`src/rtl/mtimer.sv`:
```
// mtimer: machine timer (mtime/mtimecmp) and software interrupt source behind a 32-bit request/response port
//   clk_i, rst_i               : core clock, asynchronous active-high reset
//   req_valid_i/req_ready_o    : request handshake
//   req_we_i, req_addr_i       : write enable, byte offset ([1:0] ignored)
//   req_wdata_i, req_wstrb_i   : write data and byte enables
//   resp_valid_o/resp_ready_i  : response handshake
//   resp_rdata_o, resp_err_o   : read data (0 for writes/errors), unmapped-offset flag
//   mtip_o, msip_o             : level-sensitive timer and software interrupt lines
module mtimer #(
   parameter int unsigned PrescaleDiv = 1
) (
   input  logic        clk_i,
   input  logic        rst_i,
   input  logic        req_valid_i,
   output logic        req_ready_o,
   input  logic        req_we_i,
   input  logic [4:0]  req_addr_i,
   input  logic [31:0] req_wdata_i,
   input  logic [3:0]  req_wstrb_i,
   output logic        resp_valid_o,
   input  logic        resp_ready_i,
   output logic [31:0] resp_rdata_o,
   output logic        resp_err_o,
   output logic        mtip_o,
   output logic        msip_o
);
   logic [63:0] r_mtime, r_mtimecmp;
   logic [15:0] r_presc;
   logic        r_en, r_msip, r_mtip, r_resp_valid, r_resp_err;
   logic [31:0] r_resp_rdata;
   logic [2:0]  w_idx;
   logic        w_acc, w_err, w_wr, w_tick, w_unused;
   logic [31:0] w_bmask, w_rdata;

   function automatic logic [31:0] f_merge(input logic [31:0] old, input logic [31:0] wd, input logic [31:0] m);
      return (old & ~m) | (wd & m);
   endfunction

   assign w_unused     = ^req_addr_i[1:0];
   assign w_idx        = req_addr_i[4:2];
   assign req_ready_o  = !r_resp_valid || resp_ready_i;
   assign w_acc        = req_valid_i && req_ready_o;
   assign w_err        = w_idx[2] && w_idx[1];
   assign w_wr         = w_acc && req_we_i && !w_err;
   assign w_tick       = r_en && (r_presc == 16'(PrescaleDiv - 1));
   assign w_bmask      = {{8{req_wstrb_i[3]}}, {8{req_wstrb_i[2]}}, {8{req_wstrb_i[1]}}, {8{req_wstrb_i[0]}}};
   assign w_rdata      = w_idx == 3'd0 ? r_mtime[31:0]     :
                         w_idx == 3'd1 ? r_mtime[63:32]    :
                         w_idx == 3'd2 ? r_mtimecmp[31:0]  :
                         w_idx == 3'd3 ? r_mtimecmp[63:32] :
                         w_idx == 3'd4 ? {31'd0, r_en}     :
                         w_idx == 3'd5 ? {31'd0, r_msip}   : 32'd0;
   assign resp_valid_o = r_resp_valid;
   assign resp_rdata_o = r_resp_rdata;
   assign resp_err_o   = r_resp_err;
   assign mtip_o       = r_mtip;
   assign msip_o       = r_msip;

   always_ff @(posedge clk_i or posedge rst_i) begin
      if (rst_i) begin
         r_mtime      <= 64'd0;
         r_mtimecmp   <= '1;
         r_presc      <= 16'd0;
         r_en         <= 1'b1;
         r_msip       <= 1'b0;
         r_mtip       <= 1'b0;
         r_resp_valid <= 1'b0;
         r_resp_rdata <= 32'd0;
         r_resp_err   <= 1'b0;
      end else begin
         if (r_en) r_presc <= w_tick ? 16'd0 : r_presc + 16'd1;
         // a write to either mtime half suppresses that cycle's increment entirely
         if (w_wr && w_idx == 3'd0) r_mtime[31:0] <= f_merge(r_mtime[31:0], req_wdata_i, w_bmask);
         else if (w_wr && w_idx == 3'd1) r_mtime[63:32] <= f_merge(r_mtime[63:32], req_wdata_i, w_bmask);
         else if (w_tick) r_mtime <= r_mtime + 64'd1;
         if (w_wr && w_idx == 3'd2) r_mtimecmp[31:0] <= f_merge(r_mtimecmp[31:0], req_wdata_i, w_bmask);
         if (w_wr && w_idx == 3'd3) r_mtimecmp[63:32] <= f_merge(r_mtimecmp[63:32], req_wdata_i, w_bmask);
         if (w_wr && w_idx == 3'd4 && req_wstrb_i[0]) r_en <= req_wdata_i[0];
         if (w_wr && w_idx == 3'd5 && req_wstrb_i[0]) r_msip <= req_wdata_i[0];
         r_mtip <= r_mtime >= r_mtimecmp;
         if (w_acc) begin
            r_resp_valid <= 1'b1;
            r_resp_rdata <= (req_we_i || w_err) ? 32'd0 : w_rdata;
            r_resp_err   <= w_err;
         end else if (resp_ready_i) r_resp_valid <= 1'b0;
      end
   end
endmodule

```
`config.mk`:
```
export PLATFORM = sky130hd
export DESIGN_NAME = mtimer
export DESIGN_NICKNAME = d
export VERILOG_FILES = /design/src/rtl/mtimer.sv
export SDC_FILE = /design/constraint.sdc
export NUM_CORES = 1
export LEC_CHECK = 0
export CORE_MARGIN = 2
export CORE_UTILIZATION = 29
export DETAILED_ROUTE_END_ITERATION = 7
export PLACE_DENSITY_LB_ADDON = 0.15
export SKIP_CTS_REPAIR_TIMING = 1
export SYNTH_ARGS = -nofsm -noshare
export SYNTH_HDL_FRONTEND = slang
export SYNTH_SLANG_ARGS = --single-unit
```
`constraint.sdc`:
```
create_clock -name clk_i -period 8.95 [get_ports clk_i]
set_input_delay 1.79 -clock clk_i [delete_from_list [all_inputs] [get_ports clk_i]]
set_output_delay 1.79 -clock clk_i [all_outputs]
set_load 0.05 [all_outputs]
```
* Word level (Yosys, flattened, before mapping)
Cells that the tools add are included.
W data, S select, Z words.
** Operators by class
- Reduce and logical (&&, ||, !) cells :: 24
- $add $sub $neg :: 2
- Mux-type cells :: 14
- $lt $le $gt $ge :: 1
- Equality and inequality tests :: 6
- Bitwise operators :: 11
** Operators with widths (number)
- $mux W32 :: 8
- $and A32 B32 Y32 :: 5
- $or A32 B32 Y32 :: 4
- $add A64 B1 Y64 const B :: 1
- $ge A64 B64 Y1 :: 1
- $mux W64 :: 1
- $not A32 Y32 :: 1
- $add A16 B1 Y16 const B :: 1
- $logic_not A16 Y1 :: 1
- $mux W16 :: 1
- $logic_and A1 B1 Y1 :: 13
- $eq A3 B2 Y1 const B :: 2
- $eq A3 B3 Y1 const B :: 2
- $reduce_bool A2 Y1 :: 3
- $mux W1 :: 4
- $reduce_and A2 Y1 :: 2
- $eq A3 B1 Y1 const B :: 1
- $logic_not A3 Y1 :: 1
- $logic_not A1 Y1 :: 2
- $logic_or A1 B1 Y1 :: 2
- $ne A2 B2 Y1 const B :: 1
- $not A1 Y1 :: 1
** Word-level totals
- Word-level logic and storage cells :: 69
- Bits of input ports :: 46
- Output and inout bits :: 37
- Bits in registers :: 181

* Depth between registers and ports, before layout
- Depth after elaboration :: 8
- Mapped depth :: 10
- Gate-level depth less buffers :: 8

* Worst setup path after synthesis
No wires, ideal clock.
- Path type :: input port to output port
- From :: input resp_ready_i
- To :: output req_ready_o
- Data arrival time :: 2.447 ns
- Buffers on the path :: 1
- Data required time :: 7.160 ns
- Stages :: 2
- Path slack :: 4.713 ns
- Cell sequence :: nand2b_1 clkbuf_1
** Between the ends
- Cells in the longest elaborated chain, start to end :: 1
** Ends and longest elaborated chain
- start: declaration :: RTL line 21 : input logic resp_ready_i,
- $logic_or A1 B1 Y1 :: RTL line 41 : assign req_ready_o = !r_resp_valid || resp_ready_i;
- end: declaration :: RTL line 15 : output logic req_ready_o,
No other way between the ends.

* Worst setup path in the final report
Ends and elaborated chain as after synthesis.

==> impl_metrics.csv <==
group,metric,value,unit
die,core,0.03856,mm²
placed_design,dpl.hpwl,27260,µm
synth,synthArstFlopShare,100.0,%
synth,synth-seq-area-share,40.82,%
clock_tree,clock-root-buffer,"clkbuf_16",
finish,final_nets,1429,
worst_setup_path,critPathArrivalTime,3.38,ns
worst_setup_path,cp-end-kind,"output port",
die,fp.dieArea,0.04054,mm²
finish,drive_gt1_share,12.49,%
clock_tree,clk_pin_slew,0.07,ns
sta,min_period_over_period,57.75,%
die,num_io_pins,83,
worst_setup_path,cpPeakStageDelay,0.87,ns
clock_tree,cts_sinks,181,
finish,final_cell_mix,"nand2_1 (162), dfrtp_1 (116), o21ai_0 (101), nor2_1 (98), inv_1 (85)",
die,start_util,29.29,%
worst_setup_path,critPathKind,"in -> out",
worst_setup_path,cp-endpoint,"req_ready_o",
worst_setup_path,crit_path_start_kind,"primary input",
sta,max_freq,0.1935,GHz
die,die_w,201.4,µm
worst_setup_path,rrSetupSlack,5.15,ns
routing,drt_iter0_markers,662,
routing,vias,9966,
synth,ys_warn_count,0,
synth,syn_area,0.01129,mm²
clock_tree,cts_tree,"built",
sta,hold_ws,0.4752,ns
sta,slew-limit-headroom,31.92,%
synth,syn-num-nets,1385,
grt,grt_pass1_wl,61570,µm
routing,drc,0,
synth,avgSynthCellArea,8.879,µm²
clock_tree,htree_levels,4,
finish,antenna_cells,0,
die,die_y,201.4,µm
pwr,power,2.919,mW
grt,grt_remaining_overflow,0,
pwr,irDropWorstVdd,0.1344,mV
flow_run,maxCapViolCount,0,
sta,final.setup.tns,0,ns
sta,worst_pin_slew,1.013,ns
clock_tree,clk_latency,0.45,ns
routing,wire_per_inst,21.11,µm
sta,finClkSkew,0.01301,ns
synth,synth_edf_count,0,
grt,grt_max_degree,122,
placed_design,port_buffers,80,
sta,finalSetupViolations,0,
clock_tree,numCtsBuffers,17,
pwr,p_per_area,220.7,mW/mm²
worst_setup_path,critical_path_required,7.16,ns
synth,synthFlopType,"dfrtp_1",
worst_setup_path,crit_slowest_cell,"clkdlybuf4s50_1",
pwr,leakage,5.387,nW
clock_tree,clock_path_buffers,2,
synth,ys_types,70,
status,outcome,"finished clean",
sta,period_needed,5.169,ns
finish,n_fill_cell,4102,
worst_setup_path,path_cells,"clkdlybuf4s50_1, nand2b_1, clkdlybuf4s50_1",
min_path,hp-class,"reg -> reg",
finish,final_common_cell,"nand2_1",
worst_setup_path,r2r_cells,6,
synth,netlist_instances,1272,
routing,wl,38990,µm
routing,avgViaCountPerCell,5.396,
grt,antenna_found_initial,2,
sta,grt_setup_unrepaired,"false",
sta,drv_slew,0,
sta,final_hold_viol_count,0,
placed_design,gp_congestion,0.8238,
grt,track_usage,19.59,%
synth,synth_seq_cells,181,
routing,postRouteAntennaNets,0,
grt,grt_pass1_vias,10040,
finish,area_delta_synth_final,17.07,%
worst_setup_path,cp_common_cell,"clkdlybuf4s50_1",
routing,dr.pass1.iters,5,
worst_setup_path,path_max_fanout,8,
worst_setup_path,crit_path_start,"resp_ready_i",
die,num_rows,72,
## cell type report
type | count | area (µm²) | share of cell area [%]
inverters | 86 | 330.3 | 2.498
well taps | 518 | 648.1 | 4.902
clock inverters | 7 | 118.9 | 0.8989
clock buffers | 25 | 495.5 | 3.747
multi-input cells | 935 | 6111 | 46.21
flip-flops and latches | 181 | 4611 | 34.87
repair buffers | 95 | 908.4 | 6.870
## worst min-delay path by stage
| stage | start | endpoint | slack, ns | cells past startpoint |
|---|---|---|---|---|
| finish | resp_rdata_o[18] | resp_rdata_o[18] | 0.48 | 2 |
| global route | r_presc[15] | r_presc[15] | 0.51 | 1 |
| CTS | resp_rdata_o[18] | resp_rdata_o[18] | 0.49 | 2 |
| detailed placement | resp_rdata_o[18] | resp_rdata_o[18] | 0.47 | 2 |
| global placement | resp_rdata_o[13] | resp_rdata_o[13] | 0.47 | 2 |
| floorplan | r_presc[15] | r_presc[15] | 0.45 | 1 |
## where the power goes
| group | leakage, nW | switching [mW] | total [mW] | internal [mW] |
|---|---|---|---|---|
| logic | 2.95 | 0.518 | 0.875 | 0.357 |
| clock network | 0.294 | 0.347 | 0.818 | 0.470 |
| registers | 2.14 | 0.208 | 1.23 | 1.02 |
| total | 5.39 | 1.07 | 2.92 | 1.85 |
## critical path, delay by kind of cell
family                 cells  cell delay, ns
buffers and inverters      2            1.31
AND/OR/NAND/NOR            1            0.27
## layer usage
layer / global-route usage (%) / vias to the layer above / share of wire (%)
met3: 3.191 / 48 / 4.8
met4: 6.014 / 0 / 2.1
met2: 30.54 / 263 / 45
met5: 0 / - / 0
met1: 27.75 / 4917 / 48
li1: - / 4738 / -
## Yosys cell counts, types with 4 or more instances
cell,count,area (µm²)
nor3_1,40,200.2
ha_1,67,838.3
o31ai_1,10,75.07
o22ai_1,18,112.6
nand4_1,36,225.2
a21oi_1,58,290.3
o221ai_1,34,297.8
nand2b_1,9,56.30
and4_1,11,96.34
buf_1,6,22.52
and3_1,17,106.4
a21o_1,7,52.55
or4_1,4,30.03
or3_1,6,37.54
a211oi_1,28,210.2
dfstp_2,65,1708
a211o_1,6,52.55
a311oi_1,15,131.4
dfrtp_1,116,2903
o221a_2,4,45.04
xnor2_1,14,122.6
a31oi_1,8,50.05
and2_1,9,56.30
mux2_2,34,382.9
o21ai_0,101,505.5
inv_1,86,322.8
nor2_1,98,367.9
nor2b_1,5,31.28
nand3_1,32,160.2
o211ai_1,10,75.07
mux2i_1,30,300.3
nor4_1,7,43.79
nand2_1,163,611.8
clkbuf_1,61,229.0
## kinds of logic (layout without fill, tap and decap cells)
kind of cell             Yosys count  count (layout)  share of synthesized area (%)
AO/OA/AOI/OAI                    331             331                          19.34
XOR/XNOR                          17              17                          1.318
adder cells (fa/ha/maj)           67              67                          7.422
buffers and inverters            156             213                          5.273
flip-flops                       181             181                          40.82
multiplexers                      65              65                          6.248
AND/OR/NAND/NOR                  455             455                          19.57
## stage by stage
step	worst slack [ns]	instances	utilization, %	instance area [µm²]
floorplan	2.352	1272	-	11290
global placement	3.779	1815	32.70	12610
detailed placement	3.782	1815	32.70	12610
CTS	3.771	1847	34.29	13220
global route	3.723	1847	34.29	13220
finish	3.781	1847	34.29	13220
(Power assumes the default switching activity.)
